--- src/rtl/instr_fetch_unit.sv ---
// Instruction fetch stage: owns the PC, fetches words over req/ack,
// holds them for the decoder and steers the PC on consume.
module instr_fetch_unit #(
  parameter logic [31:0] RESET_PC = 32'h0000_0000
) (
  input  logic        clk,
  input  logic        rst,
  output logic        imem_req,
  output logic [31:0] imem_addr,
  input  logic        imem_ack,
  input  logic [31:0] imem_rdata,
  output logic [31:0] instr,
  output logic        instr_valid,
  input  logic        instr_ready,
  input  logic        branch,
  input  logic        jump,
  input  logic        zero,
  output logic [31:0] pc,
  output logic [31:0] pc_plus4,
  output logic [31:0] retired
);

  typedef enum logic [1:0] {
    S_IDLE,
    S_REQ,
    S_HOLD
  } state_t;

  state_t state;
  state_t stateNext;

  logic [31:0] pcReg;
  logic [31:0] instrReg;
  logic [31:0] retiredCnt;
  logic [31:0] pcPlus4;
  logic [31:0] nextPc;
  logic [31:0] brOffset;
  logic        capture;
  logic        consume;
  logic        takeBranch;

  always_ff @(posedge clk) begin
    if (rst) begin
      state <= S_IDLE;
    end else begin
      state <= stateNext;
    end
  end

  always_comb begin
    stateNext = state;
    unique case (state)
      S_IDLE: stateNext = S_REQ;
      S_REQ: begin
        if (imem_ack) begin
          stateNext = S_HOLD;
        end
      end
      S_HOLD: begin
        if (instr_ready) begin
          stateNext = S_REQ;
        end
      end
      default: stateNext = S_IDLE;
    endcase
  end

  // Handshake outputs depend on state only, never on ack/ready.
  always_comb begin
    imem_req    = 1'b0;
    instr_valid = 1'b0;
    unique case (state)
      S_REQ:   imem_req    = 1'b1;
      S_HOLD:  instr_valid = 1'b1;
      default: ;
    endcase
  end

  assign capture    = imem_req & imem_ack;
  assign consume    = instr_valid & instr_ready;
  assign pcPlus4    = pcReg + 32'd4;
  assign brOffset   = {{14{instrReg[15]}}, instrReg[15:0], 2'b00};
  assign takeBranch = branch & zero & ~jump;

  // Jump outranks a simultaneous taken branch.
  always_comb begin
    nextPc = pcPlus4;
    unique case (1'b1)
      jump:       nextPc = {pcPlus4[31:28], instrReg[25:0], 2'b00};
      takeBranch: nextPc = pcPlus4 + brOffset;
      default:    nextPc = pcPlus4;
    endcase
  end

  always_ff @(posedge clk) begin
    if (rst) begin
      pcReg      <= RESET_PC;
      instrReg   <= 32'h0;
      retiredCnt <= 32'h0;
    end else begin
      if (capture) begin
        instrReg <= imem_rdata;
      end
      if (consume) begin
        pcReg      <= nextPc;
        retiredCnt <= retiredCnt + 32'd1;
      end
    end
  end

  assign imem_addr = pcReg;
  assign pc        = pcReg;
  assign pc_plus4  = pcPlus4;
  assign instr     = instrReg;
  assign retired   = retiredCnt;

endmodule

--- config.mk ---
export PLATFORM = sky130hd
export DESIGN_NAME = instr_fetch_unit
export DESIGN_NICKNAME = d
export VERILOG_FILES = /design/src/rtl/instr_fetch_unit.sv
export SDC_FILE = /design/constraint.sdc
export NUM_CORES = 1
export LEC_CHECK = 0
export CORE_MARGIN = 1
export CORE_UTILIZATION = 51
export CTS_CLUSTER_SIZE = 30
export DETAILED_ROUTE_END_ITERATION = 10
export PLACE_DENSITY = 0.83
export REMOVE_ABC_BUFFERS = 1
export SYNTH_ARGS = -nofsm -noshare
export SYNTH_HDL_FRONTEND = slang
export SYNTH_SLANG_ARGS = --single-unit
--- constraint.sdc ---
create_clock -name clk -period 7.2 [get_ports clk]
set_input_delay 1.44 -clock clk [delete_from_list [all_inputs] [get_ports clk]]
set_output_delay 1.44 -clock clk [all_outputs]
set_load 0.01 [all_outputs]
==> out/results.tsv, run 1 <==
metric	value	unit
# diodes	0	
Peak VDD IR	107.7	µV
port buffer count	194	
hold_sp	instr[26]	
async set or reset register ratio after synthesis	0	
flops & latches, synth	96	
status	finished clean	
Post-Synth XOR/XNOR Area	0.1065	
Power, Total	1.201	mW
CP endpoint kind	output pin	
largest net degree at the start of global routing	70	
H-tree depth	3	
Synth Area in Compound Gates	0.1890	
first-pass GRT wire length	30.98	mm
Num CTS Buffers	9	
Post-Synth Simple-Gate Area	0.2423	
EDFF count, synth	0	
unrepaired setup endpoints after global routing	no	
multiplexer share of the synthesized area	0.01171	
Post-synth top flop	dfxtp_1	
vias in the first global route	6054	
io pins	201	
hold path depth	2	
Syn. warnings	0	
# hold bufs at CTS	0	
Yosys top cell by area	dfxtp_1	
WHS Endpoint	instr[26]	
top cells by area, synth	dfxtp_1 30%, nand2_1 7.7%, ha_1 7.0%, a21oi_1 6.6%, xnor2_1 5.7%	
sequential share of the synthesized area	0.2996	
total track usage	0.3005	
Routed WL per cell	16.84	µm
switching part of the total power	0.2608	
Post-DRT Antenna Nets	0	
HPWL Detailed	14.33	mm
worst hold path class	reg2reg	
core area	12110	µm²
Clock Tree Root	clkbuf_16	
sw power	313.3	µW
Max clock buf depth	2	
cts repair resizes	0	
die height	114.1	µm
Synth Area in Adders	0.07335	
Synth-to-Final Area Change	32.79	%
largest family of logic cells by synthesized area	simple AND/OR/NAND/NOR gates	
Worst Tran Pin Value	0.9775	ns
starting density of the core	0.5295	
share of layout cells above drive strength 1	0.03772	
crit path kind	reg2out	
Setup Buffers After CTS	0	
clock insertion delay at the later pin of the skew report	0.35	ns
Avg Inst Size Synth	7.718	µm²
DR iter-0 viols	481	
utilization after layout	0.7032	
final WL	19.34	mm
crit start category	flip-flop	
TritonRoute pass-1 iters	5	
combinational power share	0.135	
fin. max-slew vios	0	
row count	40	
P_leak	3.215	nW
max cap viols	0	
final clock skew	0.005436	ns
gr ovfl total	0	
final net count	1052	
total clock sinks	96	
Tmin final	4.601	ns
synth cell count leaders	132 x nand2_1, 96 x dfxtp_1, 85 x a21oi_1	
Max Freq	217.3	MHz
sequential power share	0.465	
Yosys top cell area share	0.2996	
worst r2r dst	imem_addr[31]	
Clock transition at path regs	0.06	ns
antenna violations before repair	0	
Req. time, crit path	5.76	ns
Pint	887.9	µW
setup violators final	0	
drt drc	0	
die footprint	13030	µm²
synth unique cells	70	
worst-path fanout max	8	
vias	6542	
flop-to-flop setup slack	2.78	ns
Worst Reg-to-Reg Cells	15	
arrival time worst endpoint	3.16	ns
R2R Path Start	imem_addr[7]	
Post-Synthesis Cells	831	
GP Congestion	0.9796	
final hold violation count	0	
CTS tree	yes	
period utilisation layout	0.6390	
Avg Vias per Cell	5.694	
Power per Cell Area	141.0	nW/µm²
Clock power frac	0.400	
most common cell in the netlist	nand2_1	
Netlist Area Pre-Place	6414	µm²
Setup TNS	0	ns
Worst slew margin	0.3474	
width of the chip	114.1	µm
-- layer usage --
metal,GRT usage,part of all wire,vias to the layer above
met5,0,0,-
met4,0.1091,0.023,0
met3,0.05664,0.075,36
met2,0.4885,0.47,274
met1,0.3970,0.44,3055
li1,-,-,3177
-- cell families (layout without fill, tap and decap cells) --
family | after synthesis | after routing
mux | 7 | 7
other cells | 1 | 6
xor+xnor | 78 | 78
compound gates | 190 | 190
buf+inv | 93 | 238
fa+ha+maj | 37 | 37
simple gates | 329 | 329
flops | 96 | 96
-- registers in the layout (all words and copies together), names as in the netlist --
name / cells
instr: 32
retired: 32
imem_addr: 30
state: 2
-- area by class of cell --
| class | count | area (µm²) |
|---|---|---|
| Timing Repair Buffer | 201 | 1989 |
| Inverter | 21 | 78.83 |
| Clock buffer | 10 | 229.0 |
| Fill cell | 1015 | 3595 |
| Clock inverter | 6 | 67.56 |
| Multi-Input combinational cell | 647 | 4020 |
| Sequential cell | 96 | 1922 |
| Tap cell | 168 | 210.2 |
-- metrics by stage --
| stage | worst slack [ns] | instances | instance area (µm²) | hold WS [ns] |
|---|---|---|---|---|
| final | 2.599 | 1149 | 8517 | 0.4566 |
| after global routing | 2.437 | 1149 | 8517 | 0.4852 |
| after CTS | 2.633 | 1149 | 8517 | 0.4561 |
| after detailed placement | 2.852 | 1133 | 8220 | 0.4471 |
| after global placement | 3.003 | 1133 | 8220 | 0.4418 |
| after floorplan | 3.031 | 764 | 6018 | 0.4745 |
-- placed cells by master (no fill, tap or decap), drive strengths merged, types with 17 or more instances in the layout --
cell           netlist  final
a21oi               85     85
and3                17     17
clkdlybuf4s50        0    193
dfxtp               96     96
ha                  36     36
inv                 20     21
nand2              132    132
nand3               27     27
nor2                75     75
nor3                19     19
o211ai              17     17
o21ai               27     27
xnor2               42     42
xor2                36     36
-- power by group through the flow --
stage          combinational [mW]  clock [mW]  sequential (mW)
4_1_cts                     0.161       0.490            0.558
3_5_place_dp                0.160           0            0.570
2_1_floorplan              0.0684           0            0.572
3_3_place_gp                0.158           0            0.569
6_report                    0.163       0.481            0.558
5_1_grt                     0.177       0.511            0.559
-- worst max-delay path: stages, from the launching register on --
cell	delay (ns)
dfxtp_1	0.46
and4_4	0.30
nand4_2	0.12
nor3_2	0.34
nand2_1	0.19
nor4_4	0.25
nand3_1	0.14
xnor2_1	0.37
clkdlybuf4s50_1	0.64
-- how the worst max path moves through the flow --
stage               slack [ns]         start  depth (start not counted)            end
finish                    2.60  imem_addr[7]                          8   pc_plus4[26]
global route              2.44  imem_addr[7]                          8   pc_plus4[26]
CTS                       2.63  imem_addr[7]                          8   pc_plus4[26]
detailed placement        2.85  imem_addr[7]                         15  imem_addr[31]
global placement          3.00  imem_addr[7]                         15  imem_addr[31]
floorplan                 3.03  imem_addr[7]                         16  imem_addr[31]
No activity file was read; power rests on OpenSTA's default activity.
==> run 2: changes to the inputs <==
--- a/config.mk
+++ b/config.mk
@@ -6,10 +6,10 @@
 export NUM_CORES = 1
 export LEC_CHECK = 0
 export CORE_MARGIN = 1
-export CORE_UTILIZATION = 51
+export CORE_UTILIZATION = 43
 export CTS_CLUSTER_SIZE = 30
 export DETAILED_ROUTE_END_ITERATION = 10
-export PLACE_DENSITY = 0.83
+export PLACE_DENSITY = 0.74
 export REMOVE_ABC_BUFFERS = 1
 export SYNTH_ARGS = -nofsm -noshare
 export SYNTH_HDL_FRONTEND = slang
==> constraint.sdc (replaced) <==
create_clock -name clk -period 3.9 [get_ports clk]
set_input_delay 0.78 -clock clk [delete_from_list [all_inputs] [get_ports clk]]
set_output_delay 0.78 -clock clk [all_outputs]
set_load 0.01 [all_outputs]
==> run 2 against run 1 <==
  * The run now ends with setup timing left
  * Final area is 8.1% higher
  * Routed wire length is 9.6% higher
  * Worst hold slack worse by 0.00093 ns
  * Critical path type is now reg2reg
  * Largest power group unchanged
==> out/results.tsv, run 2 (same netlist as run 1, synthesis figures left out) <==
metric	value	unit	change
status	complete, but fails checks		
failing checks	setup timing		
share of layout cells above drive strength 1	0.1200		+0.08228
hold path depth	2		unchanged
TritonRoute pass-1 iters	5		unchanged
row count	44		+10%
crit path max-delay cell type	or4_4		
final WL	21.21	mm	+9.6%
Post-DRT Antenna Nets	0		unchanged
Hold Slack	0.4557	ns	-0.0009280 ns
Avg Vias per Cell	5.553		-2.5%
H-tree depth	3		unchanged
post-route cell area	9203	µm²	+8.1%
Clock Tree Root	clkbuf_16		
final clock skew	0.004232	ns	-0.001204 ns
Tmin final	3.942	ns	
unrepaired setup endpoints after global routing	yes		
Req. time, crit path	4.14	ns	-1.62 ns
worst hold path class	reg2reg		
arrival time worst endpoint	4.18	ns	+1.02 ns
vias	6852		+4.7%
setup violators final	1		+1
# diodes	0		unchanged
DR iter-0 viols	483		+0.42%
leading cell type in the layout, fill and taps excluded	clkdlybuf4s50_1		
CP Depth	15		+7
total track usage	0.2713		-0.02928
Final WS setup	-0.04190	ns	-2.641 ns
port buffer count	194		unchanged
core area	14530	µm²	+20%
CP Cell Sequence	and4_4 > nand4_4 > buf_4 > or3_4 > nor4_4 > nand2_1 > xnor2_1 > ha_1 > nand3_1 > nand2_2 > or4_4 > o21ai_4 > mux2i_2 > mux2i_1 > mux2_1		
family with the most delay on the worst path	simple AND/OR/NAND/NOR gates		
final hold violation count	0		unchanged
Max clock buf depth	2		unchanged
Buf/Inv on CP	1		unchanged
clock insertion delay at the later pin of the skew report	0.35	ns	about the same
Clock transition at path regs	0.07	ns	about the same
io pins	201		unchanged
gr ovfl total	0		unchanged
Synth-to-Final Area Change	43.48	%	
fillcell total	1335		+32%
total clock sinks	96		unchanged
Power per Cell Area	250.7	nW/µm²	+78%
Worst Tran Pin Value	0.8730	ns	-0.1045 ns
Num CTS Buffers	9		unchanged
Routed WL per cell	17.19	µm	+2.1%
Peak VDD IR	227.2	µV	+110%
Max Freq	253.7	MHz	
max cap viols	0		unchanged
slowest stage delay, CP	0.53	ns	-0.11 ns
final net count	1121		+6.6%
GP Congestion	1.011		+3.2%
drt drc	0		unchanged
P_leak	3.631	nW	+13%
Placement Cell Area	8728	µm²	+6.2%
flop-to-flop setup slack	-0.04	ns	-2.82 ns
fin. max-slew vios	0		unchanged
die height	124.1	µm	+8.8%
die footprint	15410	µm²	+18%
Setup TNS	-0.04190	ns	-0.04190 ns
largest net degree at the start of global routing	60		-14%
crit path kind	reg2reg		
first-pass GRT wire length	32.40	mm	+4.6%
most frequent cells in the layout	193 x clkdlybuf4s50_1, 130 x nand2_1, 93 x dfxtp_1		
CTS tree	yes		
starting density of the core	0.4413		-0.08826
period utilisation layout	1.011		
Worst slew margin	0.4180		+0.07057
# hold bufs at CTS	0		unchanged
width of the chip	124.1	µm	+8.8%
worst-path fanout max	6		-2
CP endpoint kind	flip-flop		
vias in the first global route	6238		+3.0%
Power, Total	2.307	mW	+92%
HPWL Detailed	15.88	mm	+11%
antenna violations before repair	0		unchanged
crit start category	flip-flop		
Worst Reg-to-Reg Cells	15		unchanged
run 2: final timing paths:
| kind | start | end |
|---|---|---|
| setup / recovery | imem_addr[7] | imem_addr[31] |
| hold / removal | instr[30] | instr[30] |
| setup reg to reg | imem_addr[7] | imem_addr[31] |
| hold reg to reg | instr[30] | instr[30] |
run 2: worst register-to-register path: cells and delay by family, from the launching register on:
family / cells / cell delay (ns)
buffers and inverters: 1 / 0.15
muxes: 3 / 0.78
and+or+nand+nor: 8 / 1.89
adders and majority gates: 1 / 0.30
DFF: 1 / 0.33
xor gates and xnor gates: 1 / 0.23
AOI/OAI and AO/OA: 1 / 0.16
run 2: power breakdown:
| group | switching, mW | internal (mW) | leakage, nW |
|---|---|---|---|
| clock | 0.425 | 0.525 | 0.154 |
| combinational | 0.175 | 0.155 | 2.70 |
| sequential | 0.0251 | 1.00 | 0.778 |
run 2: area by class of cell:
type,count,area [µm²],share of cell area
clock buffer,10,239.0,0.02597
timing repair buffer,270,2507,0.2725
multi-input combinational,647,4148,0.4507
clock inverter,6,73.82,0.008022
tap,184,230.2,0.02502
sequential,96,1926,0.2092
inverter,21,78.83,0.008566
run 2: what timing repair did:
action                     CTS  global route
buffers inserted             0             4
pin swaps                    0             9
setup endpoints to repair    1             8
resized for setup            1            23
run 2: stage by stage:
| stage | setup WS, ns | util | std cells |
|---|---|---|---|
| floorplan | -0.2693 | - | 764 |
| global placement | 0.08065 | 0.6006 | 1214 |
| detailed placement | -0.02068 | 0.6006 | 1214 |
| CTS | 0.01601 | 0.6221 | 1230 |
| global route | -0.3122 | 0.6332 | 1234 |
| finish | -0.04190 | 0.6332 | 1234 |
run 2: metal layers:
metal / part of all wire / global-route usage / vias up
met5: 0 / 0 / -
met2: 0.47 / 0.4427 / 283
met3: 0.074 / 0.05082 / 40
met1: 0.43 / 0.3535 / 3220
li1: - / - / 3309
met4: 0.022 / 0.1004 / 0
==> run 3: changes to the inputs <==
==> constraint.sdc (replaced) <==
create_clock -name clk -period 3.9 [get_ports clk]
set_input_delay 0.78 -clock clk [delete_from_list [all_inputs] [get_ports clk]]
set_output_delay 0.78 -clock clk [all_outputs]
set_load 0.02 [all_outputs]
==> run 3 against run 2 <==
  * The run still ends with setup timing left
  * Worst hold slack hardly changed
  * Routed wire length is 0.18% lower
  * Total power rose by 1.1%
  * Global-route usage unchanged
  * Combinational power rose by 7.6%
  * Clock power barely moved
  * Non-clock buffer count unchanged
  * Clock skew increased by 0.00083 ns
  * Sequential share of layout area is essentially flat
  * Critical endpoint unchanged
==> out/results.tsv, run 3 (same netlist as run 1, synthesis figures left out) <==
metric	value	unit	change
status	complete, but fails checks		
failing checks	setup timing		
CP endpoint kind	flip-flop		
largest net degree at the start of global routing	60		unchanged
hold_sp	instr[30]		
Peak VDD IR	227.5	µV	+0.11%
arrival time worst endpoint	4.19	ns	about the same
row count	44		unchanged
Buf/Inv on CP	1		unchanged
crit path kind	reg2reg		
Synth-to-Final Area Change	43.56	%	about the same
P_leak	3.669	nW	+1.0%
Clock transition at path regs	0.07	ns	about the same
# hold bufs at CTS	0		unchanged
setup violators final	1		unchanged
most frequent cells in the layout	191 x clkdlybuf4s50_1, 130 x nand2_1, 93 x dfxtp_1		
Avg Vias per Cell	5.549		about the same
Clock Tree Root	clkbuf_16		
period utilisation layout	1.012		+0.001697
fin. max-slew vios	0		unchanged
max cap viols	0		unchanged
share of layout cells above drive strength 1	0.1200		unchanged
die footprint	15410	µm²	unchanged
DR iter-0 viols	491		+1.7%
unrepaired setup endpoints after global routing	yes		
total clock sinks	96		unchanged
gr ovfl total	0		unchanged
clock insertion delay at the later pin of the skew report	0.35	ns	about the same
Num CTS Buffers	9		unchanged
Hold Slack	0.4556	ns	-0.00002100 ns
worst-path fanout max	6		unchanged
vias	6847		-0.073%
Tmin final	3.949	ns	+0.006618 ns
final hold violation count	0		unchanged
CP Cell Sequence	and4_4 > nand4_4 > buf_4 > or3_4 > nor4_4 > nand2_1 > xnor2_1 > ha_1 > nand3_1 > nand2_2 > or4_4 > o21ai_4 > mux2i_2 > mux2i_1 > mux2_1		
width of the chip	124.1	µm	unchanged
GP Congestion	1.011		unchanged
Worst slew margin	0.4134		-0.004617
HPWL Detailed	15.88	mm	unchanged
# diodes	0		unchanged
register area	1926	µm²	unchanged
H-tree depth	3		unchanged
Worst Setup SP	imem_addr[9]		
fillcell total	1334		-0.075%
Final WS setup	-0.04852	ns	-0.006618 ns
slowest stage delay, CP	0.53	ns	about the same
Worst Tran Pin Value	0.8799	ns	+0.006925 ns
final WL	21.17	mm	-0.18%
Req. time, crit path	4.14	ns	about the same
antenna violations before repair	0		unchanged
Post-DRT Antenna Nets	0		unchanged
flop-to-flop setup slack	-0.05	ns	about the same
TritonRoute pass-1 iters	5		unchanged
DP Worst Slack	-0.02068	ns	unchanged
Power per Cell Area	253.2	nW/µm²	+1.0%
family with the most delay on the worst path	simple AND/OR/NAND/NOR gates		
leading cell type in the layout, fill and taps excluded	clkdlybuf4s50_1		
vias in the first global route	6238		unchanged
first-pass GRT wire length	32.40	mm	unchanged
crit path max-delay cell type	or4_4		
CTS tree	yes		
drt drc	0		unchanged
die height	124.1	µm	unchanged
Max Freq	253.3	MHz	-0.17%
port buffer count	194		unchanged
io pins	201		unchanged
final net count	1121		unchanged
final clock skew	0.005064	ns	+0.0008325 ns
total track usage	0.2713		unchanged
Routed WL per cell	17.15	µm	-0.18%
Max clock buf depth	2		unchanged
starting density of the core	0.4413		unchanged
crit start category	flip-flop		
core area	14530	µm²	unchanged
Setup TNS	-0.04852	ns	-0.006618 ns
R2R Path Start	imem_addr[9]		
utilization after layout	0.6335		about the same
worst hold path class	reg2reg		
multi-input logic area	4148	µm²	unchanged
[run 3: cell types whose count changed in the layout (fill, tap and decap cells not counted), sizes merged]
cell           change
dlymetal6s2s       +2
clkdlybuf4s50      -2
[run 3: what timing repair did]
item,4_1_cts,5_1_grt
gates resized for setup,1,25
setup buffers,0,4
setup endpoints to repair,1,8
pin swaps,0,9
[run 3: power by group]
part	switching [mW]	internal, mW
combinational	0.200	0.155
sequential	0.0250	1.00
clock	0.425	0.525
[run 3: cell type report]
cell class                 count  share of cell area
inverter                      21            0.008561
multi-input combinational    647              0.4505
clock buffer                  10             0.02595
sequential                    96              0.2091
tap                          184             0.02500
clock inverter                 6            0.008017
timing repair buffer         270              0.2729
[run 3: worst paths after layout]
kind                                 endpoint  depth (start not counted)
worst max-delay path            imem_addr[31]                         15
worst min-delay path                instr[30]                          2
worst max register to register  imem_addr[31]                         15
worst min register to register      instr[30]                          2
[run 3: layer usage]
| metal | GRT usage | part of all wire | vias to the layer above | wire, µm |
|---|---|---|---|---|
| met5 | 0 | 0 | - | 0 |
| met2 | 0.4427 | 0.47 | 274 | 9989 |
| li1 | - | - | 3308 | - |
| met3 | 0.05082 | 0.066 | 38 | 1395 |
| met1 | 0.3535 | 0.44 | 3227 | 9327 |
| met4 | 0.1004 | 0.022 | 0 | 457 |
[run 3: worst reg2reg max path, stage by stage (launching register included)]
cell and delay, ns:
dfxtp_2 0.34, and4_4 0.24, nand4_4 0.09, buf_4 0.15, or3_4 0.38, nor4_4 0.31
nand2_1 0.13, xnor2_1 0.23, ha_1 0.30, nand3_1 0.13, nand2_2 0.07, or4_4 0.53
o21ai_4 0.16, mux2i_2 0.23, mux2i_1 0.22, mux2_1 0.33
[run 3: metrics by stage]
stage / cells / total power, mW / instance area [µm²]
floorplan: 764 / 1.207 / 6018
detailed placement: 1214 / 1.395 / 8728
global route: 1234 / 2.418 / 9208
CTS: 1230 / 2.340 / 9041
global placement: 1214 / 1.392 / 8728
finish: 1234 / 2.331 / 9208
